==> src/rtl/instr_queue.sv <==
`default_nettype none
// ============================================================================
//  Module      : instr_queue
//  Description : Instruction queue between instruction fetch and decode.
//                Buffers {instr, pc, next_pc} so fetch can run ahead of the
//                decoder. fetch_ready_o drops early enough to absorb SKID
//                in-flight fetch words. After a branch flush, the next
//                FLUSH_DROP cycles of fetch words are discarded as wrong-path.
//  Ports       : clk_i, rst_i            clock, synchronous active-high reset
//                fetch_*_i / fetch_ready_o  fetch-side push interface
//                flush_i                 branch redirect, empties the queue
//                dec_*_o / dec_ready_i   first-word-fall-through head to decoder
//                count_o                 occupied entries
//                overflow_o              one-cycle pulse when a push was lost
//  Revision    : 1.0  initial release
// ============================================================================
module instr_queue #(
    parameter int XLEN       = 32,
    parameter int DEPTH      = 4,
    parameter int SKID       = 2,
    parameter int FLUSH_DROP = 2
) (
    input  logic                       clk_i,
    input  logic                       rst_i,
    input  logic                       fetch_valid_i,
    input  logic [XLEN-1:0]            fetch_instr_i,
    input  logic [XLEN-1:0]            fetch_pc_i,
    input  logic [XLEN-1:0]            fetch_next_pc_i,
    output logic                       fetch_ready_o,
    input  logic                       flush_i,
    output logic                       dec_valid_o,
    output logic [XLEN-1:0]            dec_instr_o,
    output logic [XLEN-1:0]            dec_pc_o,
    output logic [XLEN-1:0]            dec_next_pc_o,
    input  logic                       dec_ready_i,
    output logic [$clog2(DEPTH+1)-1:0] count_o,
    output logic                       overflow_o
);

    localparam int c_PTR_W  = $clog2(DEPTH);
    localparam int c_CNT_W  = $clog2(DEPTH + 1);
    localparam int c_DROP_W = (FLUSH_DROP > 0) ? $clog2(FLUSH_DROP + 1) : 1;

    localparam logic [c_CNT_W-1:0]  c_DEPTH_CNT = c_CNT_W'(DEPTH);
    localparam logic [c_CNT_W-1:0]  c_SKID_CNT  = c_CNT_W'(SKID);
    localparam logic [c_DROP_W-1:0] c_DROP_LOAD = c_DROP_W'(FLUSH_DROP);

    // Elaboration-time parameter legality checks
    if (DEPTH < 2 || (DEPTH & (DEPTH - 1)) != 0) begin : g_chk_depth
        $error("instr_queue: DEPTH must be a power of two and >= 2");
    end
    if (SKID < 1 || SKID >= DEPTH) begin : g_chk_skid
        $error("instr_queue: SKID must satisfy 1 <= SKID < DEPTH");
    end
    if (FLUSH_DROP < 0) begin : g_chk_drop
        $error("instr_queue: FLUSH_DROP must be >= 0");
    end

    // Storage (not reset; validity is tracked by r_count)
    logic [XLEN-1:0]     r_instr   [DEPTH];
    logic [XLEN-1:0]     r_pc      [DEPTH];
    logic [XLEN-1:0]     r_next_pc [DEPTH];

    logic [c_PTR_W-1:0]  r_rd_ptr;
    logic [c_PTR_W-1:0]  r_wr_ptr;
    logic [c_CNT_W-1:0]  r_count;
    logic [c_DROP_W-1:0] r_drop_cnt;
    logic                r_overflow;

    logic w_pop;
    logic w_push_req;
    logic w_push;

    assign dec_valid_o = (r_count != '0);
    assign w_pop       = dec_valid_o & dec_ready_i & ~flush_i;
    assign w_push_req  = fetch_valid_i & ~flush_i & (r_drop_cnt == '0);
    // A full queue can still take a word when the head leaves in the same cycle
    assign w_push      = w_push_req & ((r_count < c_DEPTH_CNT) | w_pop);

    // Ready means there is room for SKID more words already in the fetch pipe;
    // count never exceeds DEPTH so the subtraction cannot wrap.
    assign fetch_ready_o = ((c_DEPTH_CNT - r_count) >= c_SKID_CNT);

    assign dec_instr_o   = r_instr[r_rd_ptr];
    assign dec_pc_o      = r_pc[r_rd_ptr];
    assign dec_next_pc_o = r_next_pc[r_rd_ptr];
    assign count_o       = r_count;
    assign overflow_o    = r_overflow;

    always_ff @(posedge clk_i) begin
        if (rst_i) begin
            r_count    <= '0;
            r_rd_ptr   <= '0;
            r_wr_ptr   <= '0;
            r_drop_cnt <= '0;
            r_overflow <= 1'b0;
        end else begin
            r_overflow <= w_push_req & ~w_push;
            if (flush_i) begin
                r_count    <= '0;
                r_rd_ptr   <= '0;
                r_wr_ptr   <= '0;
                r_drop_cnt <= c_DROP_LOAD;
            end else begin
                if (w_push) begin
                    r_wr_ptr <= r_wr_ptr + c_PTR_W'(1);
                end
                if (w_pop) begin
                    r_rd_ptr <= r_rd_ptr + c_PTR_W'(1);
                end
                r_count <= r_count + c_CNT_W'(w_push) - c_CNT_W'(w_pop);
                if (r_drop_cnt != '0) begin
                    r_drop_cnt <= r_drop_cnt - c_DROP_W'(1);
                end
            end
        end
    end

    always_ff @(posedge clk_i) begin
        if (w_push && !rst_i) begin
            r_instr[r_wr_ptr]   <= fetch_instr_i;
            r_pc[r_wr_ptr]      <= fetch_pc_i;
            r_next_pc[r_wr_ptr] <= fetch_next_pc_i;
        end
    end

endmodule
`default_nettype wire
==> config.mk <==
export PLATFORM = sky130hd
export DESIGN_NAME = instr_queue
export DESIGN_NICKNAME = d
export VERILOG_FILES = /design/src/rtl/instr_queue.sv
export SDC_FILE = /design/constraint.sdc
export NUM_CORES = 1
export LEC_CHECK = 0
export BUFFER_PORTS_ARGS = -buffer_cell sky130_fd_sc_hd__buf_2
export CORE_MARGIN = 3
export CORE_UTILIZATION = 39
export CTS_CLUSTER_SIZE = 24
export DETAILED_ROUTE_END_ITERATION = 16
export HOLD_SLACK_MARGIN = 0.12
export PLACE_DENSITY = 0.68
export SYNTH_ARGS = -nofsm -noshare
export SYNTH_HDL_FRONTEND = slang
export SYNTH_SLANG_ARGS = --single-unit
export TNS_END_PERCENT = 50
==> constraint.sdc <==
create_clock -name clk_i -period 4.5 [get_ports clk_i]
set_input_delay 0.225 -clock clk_i [delete_from_list [all_inputs] [get_ports clk_i]]
set_output_delay 0.225 -clock clk_i [all_outputs]
set_load 0.1 [all_outputs]
Yosys cells after proc, flatten, opt, wreduce, memory -nomap -nowiden
Memories as Yosys holds them, arrays and structs flattened. A register that Yosys moved wholly into a read port is not among the register bits. Index checks and enable logic that the tools add are counted.

Register bits: 10. Memory bits (writable): 384. Bits of input ports: 101. Output and inout port bits: 102. Word-level logic and storage cells: 43. Memories: 3.

Add/sub/neg operators: 6. Magnitude comparators: 2. Muxes and demuxes: 10. Bitwise gates (word level): 9. Reductions and logical operators: 7.

Memories: r_instr (depth 4, width 32, read ports 1, clocked after memory_dff 1, write ports 1, line 60) `logic [XLEN-1:0] r_instr [DEPTH];`; r_next_pc (depth 4, width 32, read ports 1, clocked after memory_dff 1, write ports 1, line 62) `logic [XLEN-1:0] r_next_pc [DEPTH];`; r_pc (depth 4, width 32, read ports 1, clocked after memory_dff 1, write ports 1, line 61) `logic [XLEN-1:0] r_pc [DEPTH];`.

Operators by type and width (number): 2-bit 2-to-1 mux (8); 1-bit bitwise AND (6); 2-bit by 1-bit adder with 2-bit output, second input constant (2); 2-bit nonzero test (2); 3-bit by 1-bit adder with 3-bit output (1); 3-bit by 2-bit greater-or-equal comparator with 1-bit output, second input constant (1); 3-bit < comparator, second input constant (1); 3-bit nonzero test (1); 3-bit by 1-bit subtractor with 3-bit output (1); 3-bit subtractor, first input constant (1); 2-bit zero test (1); 1-bit 2-to-1 mux (2); 1-bit inverter (2); 2-bit OR reduction (1); 2-bit by 1-bit subtractor with 2-bit output, second input constant (1); 1-bit logical AND (1); 1-bit zero test (1); 1-bit OR (1).

Depth between registers and ports, before layout
Depth after elaboration: 8. Gate-level depth with buffers: 12. Depth with buffers taken out: 12.

Worst setup path after synthesis
OpenSTA, ideal clock, no wires.

Path kind: register to register. From: register r_count[1] (netlist: count_o[1]). To: memory r_instr[1][0] (enable). Setup time: 466 ps. Arrival: 4400 ps. Required time: 4034 ps. Path slack: -366 ps. Stages on the path, launching flop included: 7. Buffers on the path: 0. Period minus slack after synthesis: 4866 ps. Path through: dfxtp_1 -> inv_1 -> ha_1 -> ha_1 -> nor3b_2 -> o211a_1 -> and2_1.

Longest elaborated chain between the ends: 8. Elaborated cells between the ends (all ways): 9. Those cells by class: order compare (1); mux (2); bitwise (4); reduce/logical (2).

Ends and longest elaborated chain: start: declaration (line 66) `logic [c_CNT_W-1:0] r_count;`; start signal: assignment (line 111) `r_count <= r_count + c_CNT_W'(w_push) - c_CNT_W'(w_pop);`; 3-bit nonzero test (line 74) `assign dec_valid_o = (r_count != '0);`; 1-bit bitwise AND (2 in a row) (line 75) `assign w_pop = dec_valid_o & dec_ready_i & ~flush_i;`; 1-bit OR (*) (line 78) `assign w_push = w_push_req & ((r_count < c_DEPTH_CNT) | w_pop);`; 1-bit bitwise AND (*) (line 78); 1-bit logical AND (*) (line 120) `if (w_push && !rst_i) begin`; 1-bit 2-to-1 mux (*) (line 120); 1-bit 2-to-1 mux (implied by the code) (*) (line 121) `r_instr[r_wr_ptr] <= fetch_instr_i;`; end: declaration (line 60).

Mark *: on every way between the ends. The rest lies on a longest branch, timed or not.

Worst setup path after layout
From: register r_count[1] (netlist: count_o[1]). To: memory r_next_pc[1][15] (enable).

Longest elaborated chain between the ends: 8. Elaborated cells between the ends (all ways): 9. Those cells by class: order compare (1); mux (2); bitwise (4); reduce/logical (2).

Ends and longest elaborated chain: 3-bit nonzero test (line 74); 1-bit bitwise AND (2 in a row) (line 75); 1-bit OR (*) (line 78); 1-bit bitwise AND (*) (line 78); 1-bit logical AND (*) (line 120); 1-bit 2-to-1 mux (*) (line 120); 1-bit 2-to-1 mux (implied by the code) (*) (line 123) `r_next_pc[r_wr_ptr] <= fetch_next_pc_i;`; end: declaration (line 62).

Marked as above.

==> results.py <==
metrics = {
    "clock_network": {
        "cts_buffers": 41,
        "cts_buffer_depth": 3,
        "holdBufCountCts": 98,
        "cts-root-buf": "clkbuf_16",
        "clock_sinks": 396,
        "cts_tree": "done",
        "cts-resized-gates": 0,
        "cts_setup_buffers": 0,
        "clkSlewWorstSetupHoldPaths_ps": 60,
        "clock_latency_ps": 520,
        "h-tree-depth": 2,
    },
    "sta": {
        "skew_ps": 11.72,
        "setup_viol": 0,
        "rsz0062_at_grt": "no",
        "worstMarginPinSlew_ps": 962.6,
        "slew_viol_final": 0,
        "fmax_mhz": 332.6,
        "slew_headroom_pct": 35.82,
        "period_share_pct": 66.82,
        "setup_tns_ps": 0,
        "period_minus_slack_ps": 3007,
        "hold_viol_final": 0,
    },
    "floorplan": {
        "initial_utilization_pct": 39.62,
        "die_area_um2": 39630,
        "die-width_um": 199.1,
        "placementRows": 70,
        "ios": 203,
        "core_um2": 36700,
        "dieHeight_um": 199.1,
    },
    "synth": {
        "yosys-top-cells-area": "edfxtp_1 (79%), mux4_2 (15%), dfxtp_1 (1.7%)",
        "synth_seq_area_share_pct": 80.96,
        "yosys_warnings": 0,
        "syn_area_um2": 14540,
        "async_reset_ff_share_pct": 0,
        "synth.top_cells.by_count": "edfxtp_1 (384), mux4_2 (96), dfxtp_1 (12)",
        "syn_inst": 576,
        "synth_ff_type": "edfxtp_1",
        "syn_nets": 688,
        "synth-edff-count": 384,
        "syn_area_per_cell_um2": 25.24,
        "synth_top_cell_area_share_pct": 79.31,
        "synth_most_common_cell": "edfxtp_1",
        "synth-seq-cells": 396,
        "synth.largest_area_cell": "edfxtp_1",
        "synth_cell_types": 29,
    },
    "drt": {
        "drt_first_pass_iters": 4,
        "detail_route.wl_per_cell_um": 20.56,
        "drt_iter0_drc": 337,
        "route.detailed.drc": 0,
        "ant_nets": 0,
        "vias_per_cell": 4.994,
        "vias": 6971,
        "routed_wl_um": 28710,
    },
    "cells_and_area": {
        "diodes": 0,
        "utilization_pct": 49.87,
        "final_area_um2": 18300,
        "drive_gt1_share_pct": 40.41,
        "nFillCells": 2947,
        "nets": 1018,
        "area_delta_synth_final_pct": 25.88,
    },
    "worst_setup_path": {
        "worst-setup-path-type": "reg2reg",
        "worstPathRequired_ps": 4680,
        "cp-start-kind": "flip-flop",
        "crit_path_end_kind": "flip-flop",
        "crit_fanout": 53,
        "crit_arrival_ps": 3190,
    },
    "placement": {
        "placed_cell_area_um2": 16130,
        "io_buffers": 202,
        "dp_hpwl_um": 17070,
        "gp_congestion": 0.7564,
    },
    "power_and_ir_drop": {
        "p_leak_nw": 6.086,
        "power_density_nw_per_um2": 412.7,
        "total_power_mw": 7.552,
        "ir_drop_uv": 277.6,
    },
    "status": {
        "outcome": "completed",
    },
    "worst_hold_path": {
        "hold_class": "in2reg",
    },
    "grt": {
        "grt_overflow": 0,
        "grt_max_degree": 59,
        "grt_first_pass_wirelength_um": 44120,
        "grt_pass1_vias": 7661,
        "antenna_found_initial": 2,
        "grt_util_all_layers_pct": 14.58,
    },
    "flow_run": {
        "max_cap_violations": 0,
    },
}
## final timing paths
path | startpoint | end | slack (ps) | cells after the start
worst max register to register | count_o[1]$_SDFF_PP0_ | r_next_pc[1][15]$_DFFE_PP_ | 1490 | 7
worst max-delay path | count_o[1]$_SDFF_PP0_ | r_next_pc[1][15]$_DFFE_PP_ | 1490 | 7
worst min-delay path | flush_i | r_wr_ptr[0]$_SDFFE_PP0N_ | 160 | 3
worst min register to register | r_drop_cnt[0]$_SDFFE_PP0P_ | r_drop_cnt[0]$_SDFFE_PP0P_ | 460 | 1
## per-stage QoR
step	instances	worst slack (ps)	hold WS, ps
global route	1396	1228	167.9
global placement	1233	1471	436.8
CTS	1396	1399	129.3
finish	1396	1493	161.9
detailed placement	1233	1432	439.1
floorplan	576	-365.1	297.4
## registers in the layout, indices dropped and copies added (netlist names), named ones only
register,count
count_o,3
overflow_o,1
r_drop_cnt,2
r_instr,128
r_next_pc,128
r_pc,128
r_rd_ptr,2
r_wr_ptr,2
## cell families (layout without fill, tap and decap cells)
logic type / Yosys count / in the layout / share of synthesized area [%]
flip-flops: 396 / 396 / 80.96
multiplexers: 96 / 96 / 14.87
buffers and inverters: 31 / 383 / 1.368
AO/OA/AOI/OAI: 9 / 9 / 0.4476
AND/OR/NAND/NOR: 30 / 30 / 1.171
adder cells (fa/ha/maj): 11 / 11 / 0.9983
XOR/XNOR: 3 / 3 / 0.1808
## placed cells by master, fill, tap and decap left out, types with 2 or more instances in the layout
master / count
o2111ai_1: 2
clkinv_2: 9
dfxtp_1: 10
nand2_1: 5
clkbuf_1: 5
dfxtp_4: 2
a21oi_1: 4
dlygate4sd3_1: 98
mux4_2: 96
buf_12: 6
clkinv_1: 3
clkinv_4: 3
edfxtp_1: 384
and2_4: 4
buf_4: 4
xor2_1: 2
clkbuf_16: 41
o221ai_1: 2
nand3_1: 3
ha_1: 10
and2_1: 2
buf_2: 202
inv_1: 8
nor2_1: 8
clkinvlp_4: 2
## power breakdown
group / switching (mW) / total [mW] / leakage, nW / internal (mW)
Clock: 1.29 / 3.02 / 0.585 / 1.73
Combinational: 0.307 / 0.447 / 1.94 / 0.140
Sequential: 0.00856 / 4.08 / 3.56 / 4.07
## metal layers
metal | vias up | wire length (µm) | GRT usage, %
li1 | 3113 | - | -
met1 | 3618 | 12830 | 20.55
met2 | 192 | 13630 | 23.14
met3 | 44 | 1756 | 3.726
met4 | 4 | 470 | 3.514
met5 | - | 27 | 0
## critical path, stage by stage (launching register included)
cell,delay [ps]
dfxtp_1,400
inv_1,80
ha_1,200
ha_1,200
nor3b_2,410
o211a_1,300
and2_4,630
buf_12,390
## area by class of cell
cell class,instances,area [µm²],area share (%)
multi-input combinational,149,2579,14.09
clock inverter,18,127.6,0.6973
tap,468,585.6,3.200
timing repair buffer,310,2142,11.70
clock buffer,47,1059,5.784
inverter,8,30.03,0.1641
sequential,396,11780,64.36
(Power assumes the default switching activity.)
